File: src/rtl/arm_defs_pkg.sv
// Shared ARM data-processing definitions: opcode encodings, CPSR flag positions
// and the logical/arithmetic opcode classification used by the ALU.
package arm_defs_pkg;

    localparam logic [3:0] OP_AND = 4'b0000;
    localparam logic [3:0] OP_EOR = 4'b0001;
    localparam logic [3:0] OP_SUB = 4'b0010;
    localparam logic [3:0] OP_RSB = 4'b0011;
    localparam logic [3:0] OP_ADD = 4'b0100;
    localparam logic [3:0] OP_ADC = 4'b0101;
    localparam logic [3:0] OP_SBC = 4'b0110;
    localparam logic [3:0] OP_RSC = 4'b0111;
    localparam logic [3:0] OP_TST = 4'b1000;
    localparam logic [3:0] OP_TEQ = 4'b1001;
    localparam logic [3:0] OP_CMP = 4'b1010;
    localparam logic [3:0] OP_CMN = 4'b1011;
    localparam logic [3:0] OP_ORR = 4'b1100;
    localparam logic [3:0] OP_MOV = 4'b1101;
    localparam logic [3:0] OP_BIC = 4'b1110;
    localparam logic [3:0] OP_MVN = 4'b1111;

    localparam int unsigned CPSR_N = 31;
    localparam int unsigned CPSR_Z = 30;
    localparam int unsigned CPSR_C = 29;
    localparam int unsigned CPSR_V = 28;

    // Logical opcodes take C from the shifter/CPSR and never touch V.
    function automatic logic is_logical(input logic [3:0] op);
        logic res;
        case (op)
            OP_AND, OP_EOR, OP_TST, OP_TEQ,
            OP_ORR, OP_MOV, OP_BIC, OP_MVN: res = 1'b1;
            default:                         res = 1'b0;
        endcase
        return res;
    endfunction

endpackage

File: src/rtl/arm_alu_addsub.sv
// 33-bit adder for ARM arithmetic opcodes: selects operand order, inversion of
// the subtrahend and carry-in, and reports sum, carry-out and signed overflow.
module arm_alu_addsub
    import arm_defs_pkg::*;
(
    input  logic [31:0] op1,
    input  logic [31:0] op2,
    input  logic [3:0]  op_sel,
    input  logic        carry_flag,
    output logic [31:0] sum,
    output logic        carry,
    output logic        overflow
);

    logic [31:0] add_a_s;
    logic [31:0] add_b_s;
    logic        cin_s;
    logic [32:0] sum33_s;

    // Map opcode onto a + b + cin; subtraction is a + ~b + cin.
    always_comb begin
        add_a_s = op1;
        add_b_s = op2;
        cin_s   = 1'b0;
        case (op_sel)
            OP_SUB, OP_CMP: begin
                add_a_s = op1;
                add_b_s = ~op2;
                cin_s   = 1'b1;
            end
            OP_RSB: begin
                add_a_s = op2;
                add_b_s = ~op1;
                cin_s   = 1'b1;
            end
            OP_ADD, OP_CMN: begin
                add_a_s = op1;
                add_b_s = op2;
                cin_s   = 1'b0;
            end
            OP_ADC: begin
                add_a_s = op1;
                add_b_s = op2;
                cin_s   = carry_flag;
            end
            OP_SBC: begin
                add_a_s = op1;
                add_b_s = ~op2;
                cin_s   = carry_flag;
            end
            OP_RSC: begin
                add_a_s = op2;
                add_b_s = ~op1;
                cin_s   = carry_flag;
            end
            default: begin
                add_a_s = op1;
                add_b_s = op2;
                cin_s   = 1'b0;
            end
        endcase
    end

    assign sum33_s  = {1'b0, add_a_s} + {1'b0, add_b_s} + {32'd0, cin_s};
    assign sum      = sum33_s[31:0];
    assign carry    = sum33_s[32];
    // Overflow: adder inputs share a sign that the result does not.
    assign overflow = (add_a_s[31] == add_b_s[31]) && (sum33_s[31] != add_a_s[31]);

endmodule

File: src/rtl/arm_alu.sv
// Registered 32-bit ARM data-processing ALU producing result and next CPSR.
// Optional macro ARM_ALU_SHIFTER_CARRY_EN adds shift_carry as C source for logical ops.
module arm_alu
    import arm_defs_pkg::*;
(
    input  logic        clk,
    input  logic        reset,
    input  logic [31:0] alu_op1,
    input  logic [31:0] alu_op2,
    input  logic [3:0]  alu_op_sel,
    input  logic [31:0] cpsr_prev,
`ifdef ARM_ALU_SHIFTER_CARRY_EN
    input  logic        shift_carry,
`endif
    output logic [31:0] alu_out,
    output logic [31:0] cpsr_next
);

    logic [31:0] arith_sum_s;
    logic        arith_carry_s;
    logic        arith_ovf_s;
    logic [31:0] result_s;
    logic        flag_c_s;
    logic        flag_v_s;
    logic        logic_c_s;
    logic [31:0] cpsr_s;
    logic [31:0] alu_out_r;
    logic [31:0] cpsr_next_r;

    arm_alu_addsub u_addsub (
        .op1        (alu_op1),
        .op2        (alu_op2),
        .op_sel     (alu_op_sel),
        .carry_flag (cpsr_prev[CPSR_C]),
        .sum        (arith_sum_s),
        .carry      (arith_carry_s),
        .overflow   (arith_ovf_s)
    );

`ifdef ARM_ALU_SHIFTER_CARRY_EN
    assign logic_c_s = shift_carry;
`else
    assign logic_c_s = cpsr_prev[CPSR_C];
`endif

    // Result select; compare/test opcodes still present their value.
    always_comb begin
        result_s = 32'd0;
        case (alu_op_sel)
            OP_AND, OP_TST: result_s = alu_op1 & alu_op2;
            OP_EOR, OP_TEQ: result_s = alu_op1 ^ alu_op2;
            OP_ORR:         result_s = alu_op1 | alu_op2;
            OP_MOV:         result_s = alu_op2;
            OP_BIC:         result_s = alu_op1 & ~alu_op2;
            OP_MVN:         result_s = ~alu_op2;
            default:        result_s = arith_sum_s;
        endcase
    end

    // C/V come from the adder for arithmetic ops, otherwise are carried over.
    always_comb begin
        flag_c_s = cpsr_prev[CPSR_C];
        flag_v_s = cpsr_prev[CPSR_V];
        if (is_logical(alu_op_sel)) begin
            flag_c_s = logic_c_s;
            flag_v_s = cpsr_prev[CPSR_V];
        end else begin
            flag_c_s = arith_carry_s;
            flag_v_s = arith_ovf_s;
        end
    end

    assign cpsr_s = {result_s[31], (result_s == 32'd0), flag_c_s, flag_v_s, cpsr_prev[27:0]};

    // Output registers with synchronous reset.
    always_ff @(posedge clk) begin
        if (reset) begin
            alu_out_r   <= 32'd0;
            cpsr_next_r <= 32'd0;
        end else begin
            alu_out_r   <= result_s;
            cpsr_next_r <= cpsr_s;
        end
    end

    assign alu_out   = alu_out_r;
    assign cpsr_next = cpsr_next_r;

endmodule

File: config.mk
export PLATFORM = sky130hd
export DESIGN_NAME = arm_alu
export DESIGN_NICKNAME = d
export VERILOG_FILES = /design/src/rtl/arm_defs_pkg.sv /design/src/rtl/arm_alu_addsub.sv /design/src/rtl/arm_alu.sv
export SDC_FILE = /design/constraint.sdc
export NUM_CORES = 1
export LEC_CHECK = 0
export CAP_MARGIN = 20
export CORE_UTILIZATION = 54
export DETAILED_ROUTE_END_ITERATION = 7
export PLACE_DENSITY = 0.84
export SLEW_MARGIN = 25
export SYNTH_ARGS = -nofsm -noshare
export SYNTH_HDL_FRONTEND = slang
export SYNTH_SLANG_ARGS = --single-unit
File: constraint.sdc
create_clock -name clk -period 10.6 [get_ports clk]
set_clock_uncertainty 0.15 [all_clocks]
set_input_delay 2.12 -clock clk [delete_from_list [all_inputs] [get_ports clk]]
set_output_delay 2.12 -clock clk [all_outputs]
set_load 0.03 [all_outputs]
==> results list <==
- Result of the run: finished clean
- Total global routing track utilization: 0.339
- Largest incremental delay on the critical path: 0.73 ns
- TritonCTS built the clock tree.
- In the final timing run, aggregate negative setup slack is 0 ns.
- 166 I/O pins were placed.
- Top_reg_cell synth: sky130_fd_sc_hd__dfxtp_1
- Power spread over the standard cell area amounts to 123 nW/µm².
- Highest clock frequency the design can meet: 122 MHz
- Yosys mapped a number of flops with a built-in enable equal to 0.
- For this run, the detailed router's first-pass iteration total came to 6.
- After legalization and detailed placement, the total HPWL measured 15.4 mm.
* Clock transition at the register clock pins on the worst setup and hold paths after CTS: 0.06 ns
* Total grt overflow: 0
* Post-route DRC violation count: 0
- Synthesis Warnings: 0
- Number of CTS-inserted buffers: 9
* Main combinational cell family by area after synthesis: compound AO/OA/AOI/OAI gates
- The clock tree synthesis step divided the H-tree into 3 levels.
- The first global-routing pass estimated 35.1 mm of wire.
- Worst-case headroom to the max-slew limit: 0.254
- Transition time at the pin with the least slew margin: 1.12 ns
- Compound-gate portion of the synthesized area: 0.325
- Area contributors post-synth: sky130_fd_sc_hd__dfxtp_1 (18%), sky130_fd_sc_hd__ha_1 (11%), sky130_fd_sc_hd__o21ai_0 (11%), sky130_fd_sc_hd__nand2_1 (7.6%), sky130_fd_sc_hd__a21oi_1 (4.3%)
* Remaining antenna violation count: 0
* Number of buffers inserted by post-CTS setup repair: 0
- The core region is 12600 µm².
* Final core utilization: 0.706
* Initial Utilization: 0.551
- The max-slew violation count is 0.
- Of the cells placed in the final design, the portion with a size suffix greater than 1 is 0.0423.
* Number of antenna diodes: 0
* Port Buf Inserts: 163
- The internal power of the cells totals 0.668 mW.
- WP buf/inv: 3
- The count of final hold-check violations came to 0.
- Synth Cell Area: 6930 µm²
* Via count of the first global-routing pass: 7049
- Number of vias after detailed routing: 7915
* Initial antenna violation count: 0
- Fill cells in the final layout number 1092.
* Synthesized area per cell: 6.84 µm²
- Counting along the longest clock path gives a buffer depth of 2.
- On the critical path the largest part of the delay comes from simple AND/OR/NAND/NOR gates.
- Starting DRC count in detailed routing: 815
- Area Growth Syn to Fin: 28.1%
- Worst setup path class: input port to register
* Post-cts hold buffer count: 0
- Routed WL: 22.4 mm
- The initialized floorplan defines 41 standard-cell rows.
* Worst endpoint data arrival time: 8.27 ns
- Worst-path cell chain: clkdlybuf4s50_1, buf_4, nand2_1, or2_2, buf_4, nand2_1, o21ai_0, ha_1, nand4_1, or3_1, a211oi_1, o41ai_2, a21o_1, a21oi_1, o2111ai_1, nor4_1, nand4_1, nor4_2
- Switching power: 0.427 mW
- Sequential share of the synthesized area: 0.182
* Highest fanout seen on the critical path: 57
- Combinational fraction of design power: 0.468
- Multiplexer share of the synthesized area: 0.0163
- Number of sinks on the clock net: 63
- Of the total synthesized cell area, the portion taken by XOR and XNOR cells is 0.0417.
- The share of synthesized area in the top cell type comes to 0.182.
- Clock network fraction of total power: 0.289
* Post-Syn Instances: 1013
* Final setup violation count: 0
- Critical Path Slowest Stage Cell: sky130_fd_sc_hd__or2_2
- Setup repair after global routing missed its margin: no
- After synthesis, the share of flip-flops with an asynchronous set or reset is 0.
* Sort of element at the start of the critical path: input port
- Path type of the worst min-delay path: input port to register
* Post-Synth Simple-Gate Area: 0.227
- Post-route minimum period: 8.17 ns
- Flops & latches, synth: 63
- Maximum Capacitance Violations: 0
* Critical Path RT: 10.69 ns
- Switching fraction of total power: 0.390
* # nets final: 1296
- Leakage power of the design: 3.75 nW
- Of the total power, registers draw 0.243.
- Die Span X: 115 µm
* GP Congestion: 0.979
- VDD IR-drop max: 77.0 µV
- Pin count of the biggest net entering global routing: 58
- Average vias per placed instance: 6.06
- Cell at the root of the clock tree: sky130_fd_sc_hd__clkbuf_16
- Of the total synthesized cell area, the portion taken by full adders, half adders and majority gates is 0.120.
- The synthesized netlist contains 72 unique library cells.
- Syn nets: 1180
- Post-route fraction of the period consumed by the critical path: 0.771
- Routed WL per cell: 17.2 µm
* Resized cells post-CTS: 0
* Nature of the critical path endpoint: register
- Height of the die: 115 µm
- Die Area: 13300 µm²
- sky130_fd_sc_hd__dfxtp_1 takes more of the synthesized area than any other cell.
==> final cells by class <==
type,instances,area (µm²),share of cell area
Clock buffer,11,253,0.0285
Tap cell,172,215,0.0243
Sequential cell,63,1260,0.142
Multi-Input combinational cell,801,5070,0.572
Clock inverter,5,63.8,0.00719
Inverter,79,297,0.0334
Timing Repair Buffer,175,1710,0.193
==> per-layer routing <==
metal  wire length, µm  up-vias  global-route usage
met5                 0        -                   0
met4               896        0               0.170
met3              2310       64              0.0575
met2             10100      425               0.538
met1              9130     3569               0.444
li1                  -     3857                   -
==> Yosys cell counts, types with 5 or more instances <==
master and number:
sky130_fd_sc_hd__a211oi_1 11, sky130_fd_sc_hd__nor2b_1 35, sky130_fd_sc_hd__or3_1 6, sky130_fd_sc_hd__nand2b_1 6, sky130_fd_sc_hd__a22oi_1 11, sky130_fd_sc_hd__a221oi_1 6, sky130_fd_sc_hd__nand3_1 13, sky130_fd_sc_hd__clkbuf_1 46
sky130_fd_sc_hd__nor2_1 54, sky130_fd_sc_hd__and3_1 9, sky130_fd_sc_hd__and2_1 13, sky130_fd_sc_hd__a21o_1 10, sky130_fd_sc_hd__buf_2 12, sky130_fd_sc_hd__o21bai_1 5, sky130_fd_sc_hd__o22ai_1 16, sky130_fd_sc_hd__mux2i_1 9
sky130_fd_sc_hd__xnor2_1 15, sky130_fd_sc_hd__dfxtp_1 63, sky130_fd_sc_hd__o21ai_0 155, sky130_fd_sc_hd__xor2_1 18, sky130_fd_sc_hd__o21a_1 6, sky130_fd_sc_hd__a21oi_1 60, sky130_fd_sc_hd__ha_1 63, sky130_fd_sc_hd__o221ai_1 15
sky130_fd_sc_hd__a31oi_1 8, sky130_fd_sc_hd__buf_1 6, sky130_fd_sc_hd__inv_1 79, sky130_fd_sc_hd__a211o_1 5, sky130_fd_sc_hd__nand2_1 141, sky130_fd_sc_hd__nor3_1 25, sky130_fd_sc_hd__o211ai_1 9, sky130_fd_sc_hd__nand4_1 11
==> logic make-up after synthesis <==
| kind of cell | after synthesis |
|---|---|
| multiplexers | 11 |
| AO/OA/AOI/OAI | 361 |
| flip-flops | 63 |
| AND/OR/NAND/NOR | 331 |
| XOR/XNOR | 33 |
| buffers and inverters | 149 |
| adder cells (fa/ha/maj) | 65 |
==> flip-flops by register name, indices dropped and copies added (netlist names) <==
name,count
cpsr_next,31
alu_out,32
==> cell usage in the layout (no fill, tap or decap), types with 10 or more instances in the layout <==
cell type	synthesis	routed
sky130_fd_sc_hd__nor2_1	54	54
sky130_fd_sc_hd__a211oi_1	11	11
sky130_fd_sc_hd__o22ai_1	16	16
sky130_fd_sc_hd__clkdlybuf4s50_1	0	161
sky130_fd_sc_hd__a22oi_1	11	11
sky130_fd_sc_hd__nand4_1	11	11
sky130_fd_sc_hd__o21ai_0	155	155
sky130_fd_sc_hd__a21oi_1	60	60
sky130_fd_sc_hd__o221ai_1	15	15
sky130_fd_sc_hd__dfxtp_1	63	63
sky130_fd_sc_hd__ha_1	63	63
sky130_fd_sc_hd__nor2b_1	35	35
sky130_fd_sc_hd__nor3_1	25	24
sky130_fd_sc_hd__and2_1	13	13
sky130_fd_sc_hd__xor2_1	18	18
sky130_fd_sc_hd__buf_4	1	12
sky130_fd_sc_hd__nand2_1	141	141
sky130_fd_sc_hd__inv_1	79	79
sky130_fd_sc_hd__xnor2_1	15	15
sky130_fd_sc_hd__nand3_1	13	13
sky130_fd_sc_hd__a21o_1	10	10
==> power groups by stage <==
stage                     Clock, mW  Combinational (mW)  Sequential [mW]
after floorplan                   0               0.288            0.319
after global placement            0               0.494            0.271
after detailed placement          0               0.500            0.272
after CTS                     0.318               0.504            0.267
after global routing          0.330               0.558            0.268
final                         0.316               0.513            0.266
==> through the flow <==
| step | instance area, µm² | instances | hold WS (ns) | setup WS [ns] | total power, mW |
|---|---|---|---|---|---|
| global route | 8870 | 1306 | 2.18 | 2.07 | 1.16 |
| global placement | 8560 | 1290 | 2.53 | 2.28 | 0.765 |
| CTS | 8870 | 1306 | 2.18 | 2.53 | 1.09 |
| floorplan | 6930 | 1013 | 2.10 | 4.27 | 0.607 |
| finish | 8870 | 1306 | 2.19 | 2.43 | 1.10 |
| detailed placement | 8560 | 1290 | 2.53 | 2.25 | 0.772 |
==> final timing paths <==
path          start                        to  slack, ns  depth (start not counted)
min   cpsr_prev[20]  cpsr_next[20]$_SDFF_PP0_       2.19                          2
max   alu_op_sel[0]  cpsr_next[30]$_SDFF_PP0_       2.43                         18
Note: power is estimated with default switching activity, not from simulation.
==> variant (same settings) <==
Take the reset off `cpsr_next_r` and load it in a clocked block of its own.
--- a/src/rtl/arm_alu.sv
+++ b/src/rtl/arm_alu.sv
@@ -78,7 +78,9 @@
             alu_out_r   <= 32'd0;
-            cpsr_next_r <= 32'd0;
         end else begin
             alu_out_r   <= result_s;
-            cpsr_next_r <= cpsr_s;
         end
+    end
+
+    always_ff @(posedge clk) begin
+        cpsr_next_r <= cpsr_s;
     end
Function: changed (Yosys sat finds a counterexample within 4 cycles, from zero or initial values and one cycle with reset high).
==> variant against the original RTL <==
- power up 3.5%
- clock power down 3%
- hold slack worse by 100 ps
- routed wire length up 3.5%
- design area up 0.37%
- synthesized cell count down 0.89%
- sequential share of layout area up 0.17 points
- die area up 1.5%
- critical path depth up 3
- via count up 1.3%
- critical endpoint is now cpsr_next[30]
- synthesized area up 1.5%
- sequential cell count up 1
- setup slack worse by 3.5 ps
==> variant: results (changes against the original RTL) <==
| Metric | Value |
|---|---|
| Nature of the critical path endpoint | register |
| Worst-path fanout max | 33 (-42%) |
| Post-synthesis sequential area ratio | 0.182 (about the same) |
| Placer Congestion | 0.981 (+0.21%) |
| CP arrival | 8260 ps (about the same) |
| Adder-Cell Fraction of Synth Area | 0.118 (-0.00177) |
| Worst setup path end | cpsr_next[30] |
| Vias in the first global route | 7101 (+0.74%) |
| Synth warn | 0 (unchanged) |
| Total track usage | 0.342 (+0.00315) |
| Post-synthesis mux area share | 0.0190 (+0.00279) |
| Leakage | 3.68 nW (-1.7%) |
| Reg power frac | 0.241 (-0.002) |
| Worst-Margin Slew | 1020 ps (-104 ps) |
| Worst hold path class | input port to register |
| VDD IR max | 0.0839 mV (+8.9%) |
| Compound-Gate Fraction of Synth Area | 0.336 (+0.0112) |
| DRT Pass-1 Iters | 6 (unchanged) |
| Post-Synth XOR/XNOR Area | 0.0399 (-0.00186) |
| First-pass GRT wire length | 35700 um (+1.6%) |
| Commonest cells in the netlist | o21ai_0 (143), nand2_1 (130), inv_1 (79), a21oi_1 (72), nor2_1 (69) |
| Status | completed |
| Post_cts resized | 0 (unchanged) |
| Initial antenna violation count | 0 (unchanged) |
| Sw frac | 0.390 (about the same) |
| Dpl ws | 2300 ps (+53.8 ps) |
| Critical hold path startpoint | cpsr_prev[23] |
| Worst-path clk slew | 50 ps |
| Worst-case clock buffer depth | 2 (unchanged) |
| Setup crit start | alu_op_sel[3] |
| Dominant synthesized flop cell | dfxtp_1 |
| Clock power frac | 0.271 (-0.018) |
| Final WS setup | 2420 ps (-3.51 ps) |
| Hold-critical path depth | 1 (-1) |
| Hold path endpoint | cpsr_next[23] |
| Power per cell area | 127 mW/mm^2 (+3.1%) |
| Post-synth net total | 1171 (-0.76%) |
| Setup repair bufs after CTS | 0 (unchanged) |
| Diode count | 0 (unchanged) |
| Largest stage delay, worst path | 1010 ps (+280 ps) |
| Layout net count | 1288 (-0.62%) |
| CP top delay family | simple AND/OR/NAND/NOR gates |
| WL final | 23200 um (+3.5%) |
| Netlist cell types | 89 (+24%) |
| Layout cell share with drive strength beyond 1 | 0.0560 (+0.0136) |
| Ys async rst share | 0 (unchanged) |
| DPL Wire Length | 16800 um (+9.4%) |
| PortBufs | 163 (unchanged) |
| Pin count of the biggest net entering global routing | 82 (+41%) |
| Initial DRC Count | 813 (-0.25%) |
| Hold_ws | 2090 ps (-99.7 ps) |
| Clock Tree Root | clkbuf_16 |
| Htree depth | 3 (unchanged) |
| Area contributors post-synth | dfxtp_1 (18%), ha_1 (11%), o21ai_0 (10%) |
| CTS Buf Count | 9 (unchanged) |
| Vias per std cell | 6.17 (+1.9%) |
| Crit path max-delay cell type | clkdlybuf4s50_1 |
## variant: changes by cell type after synthesis, moves of 11 or more
cell | before | now
nand2_1 | 141 | 130
nor2b_1 | 35 | 17
a21oi_1 | 60 | 72
and2_1 | 13 | 2
nor2_1 | 54 | 69
nor3_1 | 25 | 11
o21ai_0 | 155 | 143
clkbuf_1 | 46 | 32
## variant: per-layer routing
metal / GRT usage / vias up / share of wire
li1: - / 3847 / -
met1: 0.446 / 3603 / 0.40
met2: 0.534 / 506 / 0.43
met3: 0.105 / 58 / 0.14
met4: 0.120 / 0 / 0.028
met5: 0 / - / 0
## variant: cell type report
type	count	area (sq um)
well taps	172	215
clock inverters	6	83.8
flip-flops and latches	64	1280
multi-input cells	793	5100
fillers	1092	3770
clock buffers	10	229
inverters	80	300
repair buffers	173	1690
## variant: through the flow
stage	cell area (sq um)	std cells
floorplan	7030	1004
global placement	8600	1282
detailed placement	8600	1282
CTS	8910	1298
global route	8900	1298
finish	8900	1298
